--- src/rtl/operand_scoreboard_if.sv ---
// Decode-stage operand/hazard bus: issue handshake, operand sources, forwarding,
// retire/squash notifications and the resolved operands.
interface operand_scoreboard_if #(
  parameter int XLEN = 32,
  parameter int AW   = 5,
  parameter int NFWD = 2
);
  logic                 issue_valid;
  logic                 issue_ready;
  logic                 issue_we;
  logic [AW-1:0]        issue_waddr;
  logic                 re1;
  logic                 re2;
  logic [AW-1:0]        raddr1;
  logic [AW-1:0]        raddr2;
  logic [XLEN-1:0]      imm1;
  logic [XLEN-1:0]      imm2;
  logic [XLEN-1:0]      rf_data1;
  logic [XLEN-1:0]      rf_data2;
  logic [NFWD-1:0]      fwd_valid;
  logic [NFWD-1:0]      fwd_rdy;
  logic [NFWD*AW-1:0]   fwd_addr;
  logic [NFWD*XLEN-1:0] fwd_data;
  logic                 wb_valid;
  logic [AW-1:0]        wb_addr;
  logic                 sq_valid;
  logic [AW-1:0]        sq_addr;
  logic [XLEN-1:0]      opv1;
  logic [XLEN-1:0]      opv2;
  logic                 stall;
  logic [31:0]          stall_cnt;

  modport master (
    output issue_valid, issue_we, issue_waddr, re1, re2, raddr1, raddr2,
           imm1, imm2, rf_data1, rf_data2, fwd_valid, fwd_rdy, fwd_addr,
           fwd_data, wb_valid, wb_addr, sq_valid, sq_addr,
    input  issue_ready, opv1, opv2, stall, stall_cnt
  );

  modport slave (
    input  issue_valid, issue_we, issue_waddr, re1, re2, raddr1, raddr2,
           imm1, imm2, rf_data1, rf_data2, fwd_valid, fwd_rdy, fwd_addr,
           fwd_data, wb_valid, wb_addr, sq_valid, sq_addr,
    output issue_ready, opv1, opv2, stall, stall_cnt
  );
endinterface

--- src/rtl/operand_scoreboard.sv ---
// Decode-stage operand fetch and hazard unit: per-register pending counters,
// youngest-first forwarding, and issue stall when an operand is not yet available.
module operand_scoreboard #(
  parameter int XLEN   = 32,
  parameter int AW     = 5,
  parameter int NFWD   = 2,
  parameter int PEND_W = 2
) (
  input  logic                 clk,
  input  logic                 rst,
  operand_scoreboard_if.slave  bus
);

  localparam int NREG = 2**AW;

  typedef logic [PEND_W-1:0] pend_t;

  pend_t           pend     [NREG];
  pend_t           pend_nxt [NREG];
  logic [31:0]     stall_cnt_q;

  logic            re       [2];
  logic [AW-1:0]   raddr    [2];
  logic [XLEN-1:0] imm      [2];
  logic [XLEN-1:0] rf_data  [2];
  logic [XLEN-1:0] op_val   [2];
  logic            op_stall [2];

  logic            sat;
  logic            ready;
  logic            stall;
  logic            inc_hit;

  assign re[0]      = bus.re1;
  assign re[1]      = bus.re2;
  assign raddr[0]   = bus.raddr1;
  assign raddr[1]   = bus.raddr2;
  assign imm[0]     = bus.imm1;
  assign imm[1]     = bus.imm2;
  assign rf_data[0] = bus.rf_data1;
  assign rf_data[1] = bus.rf_data2;

  // Operand resolution: youngest matching forward source, then pending check, then RF.
  always_comb begin
    logic            hit;
    logic            hit_rdy;
    logic [XLEN-1:0] hit_data;
    // NOTE: every variable gets a default first so no path leaves it unassigned,
    // which would otherwise infer a latch.
    hit      = 1'b0;
    hit_rdy  = 1'b0;
    hit_data = '0;
    for (int k = 0; k < 2; k++) begin
      op_val[k]   = '0;
      op_stall[k] = 1'b0;
      hit         = 1'b0;
      hit_rdy     = 1'b0;
      hit_data    = '0;
      if (!re[k]) begin
        op_val[k] = imm[k];
      end else if (raddr[k] != '0) begin
        // Scan oldest to youngest so the lowest matching index wins.
        for (int i = NFWD - 1; i >= 0; i--) begin
          if (bus.fwd_valid[i] && (bus.fwd_addr[i*AW +: AW] == raddr[k])) begin
            hit      = 1'b1;
            hit_rdy  = bus.fwd_rdy[i];
            hit_data = bus.fwd_data[i*XLEN +: XLEN];
          end
        end
        if (hit) begin
          if (hit_rdy) op_val[k]   = hit_data;
          else         op_stall[k] = 1'b1;
        end else if (pend[raddr[k]] != '0) begin
          op_stall[k] = 1'b1;
        end else begin
          op_val[k] = rf_data[k];
        end
      end
      if (rst || op_stall[k]) op_val[k] = '0;
    end
  end

  // Saturation looks only at the registered count; same-cycle decrements do not relieve it.
  assign sat     = bus.issue_we && (bus.issue_waddr != '0) && (pend[bus.issue_waddr] == '1);
  assign ready   = !rst && !op_stall[0] && !op_stall[1] && !sat;
  assign stall   = !rst && bus.issue_valid && !ready;
  assign inc_hit = bus.issue_valid && ready && bus.issue_we && (bus.issue_waddr != '0);

  // Net per-register change; an underflow clamps at zero and x0 is never pending.
  always_comb begin
    int cnt;
    cnt = 0;
    for (int r = 0; r < NREG; r++) begin
      cnt = int'(pend[r]);
      if (inc_hit      && (bus.issue_waddr == AW'(r))) cnt = cnt + 1;
      if (bus.wb_valid && (bus.wb_addr     == AW'(r))) cnt = cnt - 1;
      if (bus.sq_valid && (bus.sq_addr     == AW'(r))) cnt = cnt - 1;
      if (cnt < 0 || r == 0) cnt = 0;
      pend_nxt[r] = pend_t'(cnt);
    end
  end

  // NOTE: sequential state uses non-blocking assignments so every register
  // samples pre-edge values, independent of statement order.
  always_ff @(posedge clk) begin
    if (rst) begin
      // NOTE: the counter array is hazard state, not storage, so every entry is
      // reset; a stale nonzero count would stall forever.
      for (int r = 0; r < NREG; r++) pend[r] <= '0;
      stall_cnt_q <= '0;
    end else begin
      pend <= pend_nxt;
      if (stall && (stall_cnt_q != '1)) stall_cnt_q <= stall_cnt_q + 32'd1;
    end
  end

  assign bus.issue_ready = ready;
  assign bus.stall       = stall;
  assign bus.opv1        = op_val[0];
  assign bus.opv2        = op_val[1];
  assign bus.stall_cnt   = stall_cnt_q;

endmodule
--- src/flat_wrapper.sv ---
// flat-port wrapper written by rule: the top's interface ports become plain ports
module operand_scoreboard_flat 
#(
  parameter int XLEN   = 32,
  parameter int AW     = 5,
  parameter int NFWD   = 2,
  parameter int PEND_W = 2
)
  (clk, rst, bus_issue_valid, bus_issue_we, bus_issue_waddr, bus_re1, bus_re2, bus_raddr1, bus_raddr2, bus_imm1, bus_imm2, bus_rf_data1, bus_rf_data2, bus_fwd_valid, bus_fwd_rdy, bus_fwd_addr, bus_fwd_data, bus_wb_valid, bus_wb_addr, bus_sq_valid, bus_sq_addr, bus_issue_ready, bus_opv1, bus_opv2, bus_stall, bus_stall_cnt);
  operand_scoreboard_if #(.XLEN(XLEN), .AW(AW), .NFWD(NFWD)) bus_i ();
  input  logic clk;
  input  logic rst;
  input wire logic [$bits(bus_i.issue_valid)-1:0] bus_issue_valid;
  input wire logic [$bits(bus_i.issue_we)-1:0] bus_issue_we;
  input wire logic [$bits(bus_i.issue_waddr)-1:0] bus_issue_waddr;
  input wire logic [$bits(bus_i.re1)-1:0] bus_re1;
  input wire logic [$bits(bus_i.re2)-1:0] bus_re2;
  input wire logic [$bits(bus_i.raddr1)-1:0] bus_raddr1;
  input wire logic [$bits(bus_i.raddr2)-1:0] bus_raddr2;
  input wire logic [$bits(bus_i.imm1)-1:0] bus_imm1;
  input wire logic [$bits(bus_i.imm2)-1:0] bus_imm2;
  input wire logic [$bits(bus_i.rf_data1)-1:0] bus_rf_data1;
  input wire logic [$bits(bus_i.rf_data2)-1:0] bus_rf_data2;
  input wire logic [$bits(bus_i.fwd_valid)-1:0] bus_fwd_valid;
  input wire logic [$bits(bus_i.fwd_rdy)-1:0] bus_fwd_rdy;
  input wire logic [$bits(bus_i.fwd_addr)-1:0] bus_fwd_addr;
  input wire logic [$bits(bus_i.fwd_data)-1:0] bus_fwd_data;
  input wire logic [$bits(bus_i.wb_valid)-1:0] bus_wb_valid;
  input wire logic [$bits(bus_i.wb_addr)-1:0] bus_wb_addr;
  input wire logic [$bits(bus_i.sq_valid)-1:0] bus_sq_valid;
  input wire logic [$bits(bus_i.sq_addr)-1:0] bus_sq_addr;
  output wire logic [$bits(bus_i.issue_ready)-1:0] bus_issue_ready;
  output wire logic [$bits(bus_i.opv1)-1:0] bus_opv1;
  output wire logic [$bits(bus_i.opv2)-1:0] bus_opv2;
  output wire logic [$bits(bus_i.stall)-1:0] bus_stall;
  output wire logic [$bits(bus_i.stall_cnt)-1:0] bus_stall_cnt;
  assign bus_i.issue_valid = bus_issue_valid;
  assign bus_i.issue_we = bus_issue_we;
  assign bus_i.issue_waddr = bus_issue_waddr;
  assign bus_i.re1 = bus_re1;
  assign bus_i.re2 = bus_re2;
  assign bus_i.raddr1 = bus_raddr1;
  assign bus_i.raddr2 = bus_raddr2;
  assign bus_i.imm1 = bus_imm1;
  assign bus_i.imm2 = bus_imm2;
  assign bus_i.rf_data1 = bus_rf_data1;
  assign bus_i.rf_data2 = bus_rf_data2;
  assign bus_i.fwd_valid = bus_fwd_valid;
  assign bus_i.fwd_rdy = bus_fwd_rdy;
  assign bus_i.fwd_addr = bus_fwd_addr;
  assign bus_i.fwd_data = bus_fwd_data;
  assign bus_i.wb_valid = bus_wb_valid;
  assign bus_i.wb_addr = bus_wb_addr;
  assign bus_i.sq_valid = bus_sq_valid;
  assign bus_i.sq_addr = bus_sq_addr;
  assign bus_issue_ready = bus_i.issue_ready;
  assign bus_opv1 = bus_i.opv1;
  assign bus_opv2 = bus_i.opv2;
  assign bus_stall = bus_i.stall;
  assign bus_stall_cnt = bus_i.stall_cnt;
  operand_scoreboard #(.XLEN(XLEN), .AW(AW), .NFWD(NFWD), .PEND_W(PEND_W)) u_core (.clk(clk), .rst(rst), .bus(bus_i));
endmodule
--- config.mk ---
export PLATFORM = sky130hd
export DESIGN_NAME = operand_scoreboard_flat
export DESIGN_NICKNAME = d
export VERILOG_FILES = /design/src/rtl/operand_scoreboard_if.sv /design/src/rtl/operand_scoreboard.sv /design/src/flat_wrapper.sv
export SDC_FILE = /design/constraint.sdc
export NUM_CORES = 1
export LEC_CHECK = 0
export ABC_AREA = 0
export BUFFER_PORTS_ARGS = -buffer_cell sky130_fd_sc_hd__clkbuf_2
export CAP_MARGIN = 0
export CELL_PAD_IN_SITES_DETAIL_PLACEMENT = 0
export CELL_PAD_IN_SITES_GLOBAL_PLACEMENT = 1
export CORE_ASPECT_RATIO = 0.9
export CORE_MARGIN = 5
export CORE_UTILIZATION = 30
export DETAILED_ROUTE_END_ITERATION = 8
export PLACE_DENSITY = 0.67
export RECOVER_POWER = 50
export SLEW_MARGIN = 20
export SYNTH_ARGS = -nofsm -noshare
export SYNTH_HDL_FRONTEND = slang
export SYNTH_SLANG_ARGS = --single-unit
--- constraint.sdc ---
create_clock -name clk -period 9 [get_ports clk]
set_input_delay 1.35 -clock clk [delete_from_list [all_inputs] [get_ports clk]]
set_output_delay 1.35 -clock clk [all_outputs]
set_load 0.02 [all_outputs]
==> flow_summary.yaml <==
pwr:
  power_density_nw_per_um2: 83.2
  leakage_nw: 5.83
  ir_drop_mv: 0.0928
cts:
  cts_resized: 0
  htree_num_levels: 3
  cts_sinks: 94
  cts_root_buffer: "clkbuf_16"
  cts_buffers: 9
  cts_buffer_depth: 2
  insertion_delay_ps: 390
  cts_setup_buffers: 0
  clkTransAtPathRegs_ps: 80
  cts_tree: "yes"
  hold_buffers: 0
die:
  dieArea_um2: 49800
  dieHeight_um: 212
  initial_utilization_pct: 30.2
  core_um2: 45200
  io_pins: 337
  rows: 74
  dieWidth_um: 235
worst_setup_path:
  arrival_ps: 6180
  cp_max_fo: 33
  cp.required_ps: 7650
  path_class: "primary input to output port"
  critPathLaunchType: "primary input"
  end_kind: "output port"
route:
  drcViolationCount: 0
  antenna_left: 0
  post_drt_wl_per_cell_um: 21.4
  vias_per_cell: 5.61
  wl_um: 58400
  drtPass1Iterations: 6
  dr_total_vias: 15322
  drtIter0Drc: 1326
timing:
  hold_violations: 0
  fin_crit_ps: 7530
  maxSlewViolCount: 67
  worst_slew_pin_slew_ps: 1890
  grt_setup_unrepaired: "no"
  fin_crit_sh_pct: 83.7
  final.setup.tns_ps: 0
  setup_viol: 0
  clock.fmax_mhz: 133
  finalClockSkew_ps: 16.5
  holdWs_ps: 505
  maxSlewHeadroom_pct: -26.2
yosys:
  synth_area_per_cell_um2: 7.31
  synth_seq_cells: 94
  synth_cell_types: 83
  yosys_warnings: 0
  synth_area_um2: 13600
  synth_edf_count: 0
  synthArstFlopShare_pct: 0
  syn-num-nets: 2198
  synth_cells: 1865
  synthFlopType: "dfxtp_1"
  yosysSeqAreaShare_pct: 13.8
worst_hold_path:
  hp-class: "register to register"
layout:
  drive_gt1_share_pct: 17.8
  n_fill_cell: 4965
  final_common_cell: "clkbuf_2"
  syn2layout_area_growth_pct: 17.0
  nets: 2448
  final_cell_mix: "clkbuf_2 (274), nor2_1 (223), a21oi_1 (197)"
placement:
  port_buffers: 336
  gp_congestion: 0.928
  place_hpwl_um: 46700
status:
  status: "complete, but fails checks"
  violations: "capacitance limit, slew limit"
global_route:
  antenna_found_initial: 3
  grt_pass1_wl_um: 86200
  overflow: 0
  grt_max_degree: 67
  grt_pass1_vias: 14304
  track_usage_pct: 21.8
run:
  maxCapViolations: 3
-- Yosys cell counts (21+ instances only) --
cell type  count  area (um^2)
ha_1          94         1180
mux2i_1       64          641
nor2_1       223          837
nor3_1        74          370
nor2b_1       49          307
inv_1         29          109
o21ai_0       73          365
nor3b_1       21          158
xor2_1        54          473
nand2_1      188          706
xnor2_1       65          569
a211oi_1      49          368
a21oi_1      197          986
dfxtp_1       94         1880
nand3_1       65          325
and3_1        21          131
a32oi_1       38          333
clkbuf_1      98          368
-- per-layer routing --
metal | track usage (%) | wire [um]
met2 | 35.6 | 27000
met1 | 30.4 | 26500
met3 | 4.33 | 3940
met5 | 0 | 0
met4 | 4.15 | 967
-- worst paths after layout --
kind                              endpoint                startpoint  slack (ps)  depth (start not counted)
setup / recovery                 bus_stall             bus_raddr2[0]        1470                         11
setup reg to reg            u_core.pend[3]           u_core.pend[20]        2220                         14
hold reg to reg   u_core.bus.stall_cnt[21]  u_core.bus.stall_cnt[21]         500                          2
hold / removal    u_core.bus.stall_cnt[21]  u_core.bus.stall_cnt[21]         500                          2
-- logic make-up (layout without fill, tap and decap cells) --
group                    count (synthesis)  count (layout)  synth area share (%)
multiplexers                            89              89                  7.75
AO/OA/AOI/OAI                          491             491                  23.1
XOR/XNOR                               136             136                  10.5
flip-flops                              94              94                  13.8
buffers and inverters                  150             405                  4.39
adder cells (fa/ha/maj)                 94              94                  8.62
AND/OR/NAND/NOR                        811             811                  31.9
other                                    0               3                     0
-- cell type report --
type                    count  area, um^2  area share (%)
multi-input cells        1621       11100            69.7
clock buffers               9         225            1.41
flip-flops and latches     94        1880            11.8
repair buffers            359        1770            11.1
inverters                  30         113           0.706
diodes                      3        7.51          0.0470
well taps                 608         761            4.77
clock inverters             7        75.1           0.470
-- worst max-delay path, stage by stage --
cell and delay, ps:
clkbuf_2 330, nor3_1 280, a21oi_1 70, mux4_2 510, o2111a_1 250, a2111oi_0 390, clkbuf_1 1340, a211oi_4 420
buf_4 430, o311a_1 530, clkbuf_2 210
-- sequential cells by signal, indices dropped and copies added (netlist names) --
signal / count
u_core.bus.stall_cnt: 32
u_core.pend: 62
-- per-stage QoR --
stage          worst slack (ps)  power (mW)  area [um^2]  utilization (%)  instances
6_report                   1470        1.33        16000             35.3       2731
4_1_cts                    2190        1.34        16100             35.7       2728
2_1_floorplan              3180       0.735        13600                -       1865
3_3_place_gp               2310       0.911        15800             35.0       2712
3_5_place_dp               2190       0.915        15800             35.0       2712
5_1_grt                    1000        1.39        16000             35.3       2728
-- where the power goes --
| group | switching, mW | leakage, nW | internal, mW |
|---|---|---|---|
| combinational | 0.304 | 4.93 | 0.167 |
| sequential | 0.0134 | 0.759 | 0.422 |
| clock | 0.225 | 0.145 | 0.198 |
| total | 0.542 | 5.83 | 0.787 |
Note: power is estimated with default switching activity, not from simulation.
